$ cat config.mk
export PLATFORM = sky130hd
export DESIGN_NAME = imem_loader
export DESIGN_NICKNAME = d
export VERILOG_FILES = /design/src/rtl/imem_loader.sv
export SDC_FILE = /design/constraint.sdc
export NUM_CORES = 1
export LEC_CHECK = 0
export ABC_AREA = 1
export BUFFER_PORTS_ARGS = -buffer_cell sky130_fd_sc_hd__clkbuf_2
export CAP_MARGIN = 20
export CORE_MARGIN = 1
export CORE_UTILIZATION = 35
export CTS_CLUSTER_SIZE = 12
export DETAILED_ROUTE_END_ITERATION = 6
export SYNTH_ARGS = -nofsm -noshare
export SYNTH_HDL_FRONTEND = slang
export SYNTH_SLANG_ARGS = --single-unit
$ cat constraint.sdc
create_clock -name clk -period 2 [get_ports clk]
set_input_delay 0.1 -clock clk [delete_from_list [all_inputs] [get_ports clk]]
set_output_delay 0.1 -clock clk [all_outputs]
set_load 0.02 [all_outputs]
$ cat src/rtl/imem_loader.sv
// imem_loader
// Fills the instruction memory of the pipelined core before it runs. Words
// arrive on a valid/ready stream and are written through the memory write
// port at consecutive addresses starting from 0. The core is held in reset
// until the final write has left the port.
//
// Optional feature macro: LOADER_CHECKSUM_EN
//   defined     -> checksum is the DSIZE-bit wrap-around sum of accepted words
//   not defined -> checksum is tied to 0 and no accumulator is built
//
// Ports:
//   clk, rst          single clock, synchronous active-high reset
//   load_start        one-cycle load request (honoured in IDLE/DONE/ERR)
//   load_len          number of words to load, sampled with load_start
//   in_valid, in_data input word stream
//   in_ready          loader accepts a word this cycle (LOAD only)
//   mem_wen/addr/wdata registered instruction memory write port
//   core_rst          core reset, low only in DONE
//   done, err         load finished / last request was too long
//   words_loaded      words accepted in the current or last load
//   checksum          sum of accepted words (see macro above)
module imem_loader #(
  parameter int ISIZE = 16,
  parameter int DSIZE = 16,
  parameter int DEPTH = 256
) (
  input  logic             clk,
  input  logic             rst,
  input  logic             load_start,
  input  logic [ISIZE-1:0] load_len,
  input  logic             in_valid,
  input  logic [DSIZE-1:0] in_data,
  output logic             in_ready,
  output logic             mem_wen,
  output logic [ISIZE-1:0] mem_addr,
  output logic [DSIZE-1:0] mem_wdata,
  output logic             core_rst,
  output logic             done,
  output logic             err,
  output logic [ISIZE-1:0] words_loaded,
  output logic [DSIZE-1:0] checksum
);

  typedef enum logic [2:0] {
    IDLE  = 3'd0,
    LOAD  = 3'd1,
    FLUSH = 3'd2,
    DONE  = 3'd3,
    ERR   = 3'd4
  } state_t;

  // One extra bit so DEPTH itself is representable even if DEPTH == 2**ISIZE.
  localparam logic [ISIZE:0] DEPTH_L = (ISIZE+1)'(DEPTH);

  state_t           state_r;
  logic             in_ready_r;
  logic             mem_wen_r;
  logic [ISIZE-1:0] mem_addr_r;
  logic [DSIZE-1:0] mem_wdata_r;
  logic             core_rst_r;
  logic             done_r;
  logic             err_r;
  logic [ISIZE-1:0] words_loaded_r;
  logic [ISIZE-1:0] len_r;

  logic             start_ok_s;
  logic             len_big_s;
  logic             len_zero_s;
  logic             hs_s;
  logic [ISIZE-1:0] next_count_s;

  assign start_ok_s   = load_start &&
                        ((state_r == IDLE) || (state_r == DONE) || (state_r == ERR));
  assign len_big_s    = ({1'b0, load_len} > DEPTH_L);
  assign len_zero_s   = (load_len == '0);
  // in_ready_r is only ever set while in LOAD, so this is the stream handshake.
  assign hs_s         = in_valid && in_ready_r;
  assign next_count_s = words_loaded_r + ISIZE'(1);

  // Loader FSM with all control and write-port outputs registered.
  always_ff @(posedge clk) begin
    if (rst) begin
      state_r        <= IDLE;
      in_ready_r     <= 1'b0;
      mem_wen_r      <= 1'b0;
      mem_addr_r     <= '0;
      mem_wdata_r    <= '0;
      core_rst_r     <= 1'b1;
      done_r         <= 1'b0;
      err_r          <= 1'b0;
      words_loaded_r <= '0;
      len_r          <= '0;
    end else begin
      mem_wen_r <= 1'b0;
      case (state_r)
        IDLE, DONE, ERR: begin
          if (load_start) begin
            if (len_big_s) begin
              state_r    <= ERR;
              in_ready_r <= 1'b0;
              core_rst_r <= 1'b1;
              done_r     <= 1'b0;
              err_r      <= 1'b1;
            end else if (len_zero_s) begin
              state_r        <= DONE;
              in_ready_r     <= 1'b0;
              core_rst_r     <= 1'b0;
              done_r         <= 1'b1;
              err_r          <= 1'b0;
              words_loaded_r <= '0;
            end else begin
              state_r        <= LOAD;
              in_ready_r     <= 1'b1;
              core_rst_r     <= 1'b1;
              done_r         <= 1'b0;
              err_r          <= 1'b0;
              words_loaded_r <= '0;
              len_r          <= load_len;
            end
          end else begin
            state_r <= state_r;
          end
        end
        LOAD: begin
          if (hs_s) begin
            mem_wen_r      <= 1'b1;
            mem_addr_r     <= words_loaded_r;
            mem_wdata_r    <= in_data;
            words_loaded_r <= next_count_s;
            // Stop accepting once the final word is taken; its write is
            // still on the port during FLUSH.
            if (next_count_s == len_r) begin
              state_r    <= FLUSH;
              in_ready_r <= 1'b0;
            end else begin
              state_r <= LOAD;
            end
          end else begin
            state_r <= LOAD;
          end
        end
        FLUSH: begin
          state_r    <= DONE;
          core_rst_r <= 1'b0;
          done_r     <= 1'b1;
        end
        default: begin
          state_r    <= IDLE;
          in_ready_r <= 1'b0;
          core_rst_r <= 1'b1;
          done_r     <= 1'b0;
          err_r      <= 1'b0;
        end
      endcase
    end
  end

`ifdef LOADER_CHECKSUM_EN
  logic [DSIZE-1:0] checksum_r;

  // Wrap-around sum of accepted words, restarted by any legal load request.
  always_ff @(posedge clk) begin
    if (rst) begin
      checksum_r <= '0;
    end else if (start_ok_s && !len_big_s) begin
      checksum_r <= '0;
    end else if (hs_s) begin
      checksum_r <= checksum_r + in_data;
    end else begin
      checksum_r <= checksum_r;
    end
  end

  assign checksum = checksum_r;
`else
  assign checksum = '0;
`endif

  assign in_ready     = in_ready_r;
  assign mem_wen      = mem_wen_r;
  assign mem_addr     = mem_addr_r;
  assign mem_wdata    = mem_wdata_r;
  assign core_rst     = core_rst_r;
  assign done         = done_r;
  assign err          = err_r;
  assign words_loaded = words_loaded_r;

endmodule

==> run_results.csv <==
group,metric,value,unit
worst_hold_path,min_path_cells,3,
pwr,p_int,0.00200,W
routing,ant_nets,0,
cts,clock_latency,0.35,ns
die,die-area,0.0106,mm^2
pwr,power.total,0.00262,W
timing,hold_slack,0.0255,ns
yosys,synth_area,0.00358,mm^2
pwr,switching_power,0.000622,W
cts,cts_root_buf,"clkbuf_8",
worst_setup_path,r2r_slack,0.1,ns
yosys,synth.most_common_cell,"nand2_1",
global_routing,overflow,0,
cts,cts.sink_count,72,
global_routing,grt_max_degree,31,
timing,finalSetupViolCount,0,
cts,htree_levels,3,
yosys,syn_inst,523,
yosys,synthTopCellsByCount,"nand2_1 (109), dfxtp_1 (72), nor2_1 (67), inv_1 (50), o21ai_0 (46)",
worst_setup_path,cp-end-kind,"flip-flop",
layout,areaGrowthSynthToFinish,32.5,%
run_status,status,"complete, no violations",
pwr,power_density,553,mW/mm^2
yosys,synthArstFlopShare,0,%
yosys,ys_warn_count,0,
routing,drc,0,
timing,hold_viol_final,0,
pwr,combPwrFrac,5.5,%
worst_setup_path,rr_endpoint,"state_r[0]$_SDFFE_PP0N_",
place,hpwl,7370,um
yosys,ys_seq_elements,72,
routing,drtPass1Iterations,5,
die,io-pin-count,105,
place,place_area,0.00422,mm^2
worst_setup_path,arrival,2.12,ns
yosys,syn_avg_cell_area,6.84,um^2
cts,clockBufferDepth,2,
routing,wl_per_cell,13.1,um
routing,via_per_inst,4.84,
worst_setup_path,crit_path_start_kind,"flip-flop",
routing,vias,3803,
die,initial_core_util,36.4,%
global_routing,grt_pass1_vias,3523,
yosys,synth_ff_type,"dfxtp_1",
worst_hold_path,worstHoldEndpoint,"mem_wdata[5]$_SDFFE_PP0P_",
layout,design_area,0.00474,mm^2
die,die_h,103,um
yosys,synth_area_leaders,"dfxtp_1 (40%), nand2_1 (11%), nor2_1 (7.0%), o21ai_0 (6.4%), a21oi_1 (6.2%)",
worst_setup_path,critPathSlowestCell,"dfxtp_4",
routing,drtIter0Drc,151,
timing,max_freq,0.526,GHz
worst_hold_path,hold_path_class,"input port to flip-flop",
layout,final_layout_size_suffix_gt1_share,29.1,%
yosys,synth-edff-count,0,
routing,drt-total-wl,10300,um
yosys,synth-compound-area-share,14.6,%
place,finalWeightedCongestion,0.914,
worst_setup_path,crit_buf_inv,0,
timing,min_period,1.90,ns
global_routing,antenna_found_initial,0,
layout,final_nets,686,
cts,numCtsBuffers,9,
yosys,synth-simple-area-share,33.3,%
yosys,synthXorXnorAreaFrac,0,%
timing,drv_slew,0,
worst_setup_path,critPathRequiredTime,2.22,ns
worst_setup_path,r2r_cells,14,
worst_setup_path,slowest_delay,0.39,ns
timing,fin_crit_sh,95.0,%
worst_setup_path,critPathKind,"flip-flop to flip-flop",
yosys,yosys.area.top_type_share,40.3,%
global_routing,grt_pass1_wl,16400,um
layout,fillers,1018,
timing,rsz0062_at_grt,"true",
yosys,synth_mux_area_share,0,%
timing,finClkSkew,0.00763,ns
worst_setup_path,worstPathCellList,"ha_4, nand2_4, nor2_4, nand4_1, nand2_1, nand2_1, nand2_2, nand2_1, nor2_2, nand3_1, nand2_2, nand3_2, nand2_2, a21oi_2",
yosys,synth_top_area_cell,"dfxtp_1",
pwr,p_seq_share,54.8,%
pwr,vdd_drop_max,0.263,mV
pwr,clkPwrFrac,39.7,%
yosys,ys_seq_area_share,40.3,%
job,maxCapViolCount,0,
timing,tns,0,ns
timing,setup_slack,0.0993,ns
place,port_buffers,88,
global_routing,gr-usage-all-layers,20.3,%
die,coreArea,0.00982,mm^2
worst_hold_path,min_from,"in_data[5]",
pwr,switching_share,23.7,%
worst_setup_path,critPathTopFamily,"simple AND/OR/NAND/NOR gates",
cts,clkSlewWorstSetupHoldPaths,0.07,ns
layout,n_antenna_cell,0,
place,pre_cts_ws,-0.0585,ns
cts,tritoncts,"built",
die,die_x,103,um
worst_setup_path,cp_max_fo,7,
pwr,p_leak,2.18,nW
yosys,yosysUniqueCellTypes,31,
die,rows,36,
yosys,synth_top_family_by_area,"simple AND/OR/NAND/NOR gates",
worst_setup_path,worstReg2RegStart,"words_loaded[1]$_SDFFE_PP0P_",
yosys,synthAdderAreaFrac,0.350,%
## cells by family after synthesis
| group | count (synthesis) |
|---|---|
| adder cells (fa/ha/maj) | 1 |
| other | 1 |
| buffers and inverters | 87 |
| AO/OA/AOI/OAI | 99 |
| AND/OR/NAND/NOR | 263 |
| flip-flops | 72 |
## worst register-to-register path: cells and delay by family, from the launching register on
| family | cells | cell delay (ns) |
|---|---|---|
| and+or+nand+nor | 12 | 1.16 |
| adders and majority gates | 1 | 0.18 |
| AOI/OAI and AO/OA | 1 | 0.05 |
| DFF | 1 | 0.39 |
## final cells by class
type / instances / area, um^2 / share of cell area (%)
Multi-Input combinational cell: 379 / 1890 / 39.8
Sequential cell: 72 / 1450 / 30.7
Timing Repair Buffer: 133 / 848 / 17.9
Inverter: 53 / 203 / 4.28
Tap cell: 133 / 166 / 3.51
Clock buffer: 12 / 155 / 3.28
Clock inverter: 3 / 17.5 / 0.370
Timing Repair inverter: 1 / 7.51 / 0.158
## timing repair
item / in CTS / in global routing
setup endpoints to repair: 2 / 33
hold buffers: 15 / 0
pin swaps: 1 / 21
resized for setup: 4 / 31
hold endpoints to repair: 15 / 0
cloned: 0 / 1
setup buffers: 0 / 8
## placed cells by master, fill, tap and decap left out, types with 11 or more instances in the layout
| cell type | instances |
|---|---|
| clkbuf_2 | 88 |
| dfxtp_1 | 67 |
| nor2_1 | 65 |
| buf_4 | 26 |
| conb_1 | 16 |
| clkbuf_8 | 11 |
| o21ai_0 | 46 |
| nand3_1 | 36 |
| dlygate4sd3_1 | 15 |
| nand2_1 | 100 |
| nand2_2 | 16 |
| a21oi_1 | 43 |
| inv_1 | 49 |
## sequential cells by signal, summed over array words and instances (netlist names)
name,cells
mem_wdata,16
core_rst,1
state_r,3
done,1
mem_addr,16
in_ready,1
len_r,16
mem_wen,1
words_loaded,16
err,1
## per-layer routing
metal / vias to the layer above / track usage [%] / routed length [um]
met2: 148 / 33.5 / 4760
met5: - / 0 / 0
met4: 0 / 7.48 / 184
met3: 18 / 5.22 / 742
li1: 1919 / - / -
met1: 1718 / 25.4 / 4620
## worst max-delay path by stage
stage	startpoint	slack (ns)	cells past startpoint	end
global route	words_loaded[1]$_SDFFE_PP0P_	-0.06	16	state_r[0]$_SDFFE_PP0N_
finish	words_loaded[1]$_SDFFE_PP0P_	0.1	14	state_r[0]$_SDFFE_PP0N_
floorplan	words_loaded[1]$_SDFFE_PP0P_	0.1	14	in_ready$_SDFFE_PP0P_
global placement	words_loaded[0]$_SDFFE_PP0P_	0.04	14	state_r[0]$_SDFFE_PP0N_
CTS	state_r[0]$_SDFFE_PP0N_	0.01	9	mem_addr[2]$_SDFFE_PP0P_
detailed placement	words_loaded[0]$_SDFFE_PP0P_	-0.06	14	in_ready$_SDFFE_PP0P_
## stage by stage
stage	utilization [%]	instances
detailed placement	42.9	747
floorplan	-	538
global placement	42.9	747
finish	48.2	786
global route	48.2	786
CTS	46.3	777
## power groups by stage
stage	Clock (W)	Sequential (W)	Combinational, W
2_1_floorplan	0	0.00147	0.0000865
4_1_cts	0.00107	0.00144	0.000142
5_1_grt	0.00114	0.00144	0.000159
3_5_place_dp	0	0.00147	0.000119
3_3_place_gp	0	0.00147	0.000118
6_report	0.00104	0.00144	0.000143
No activity file was read; power rests on OpenSTA's default activity.
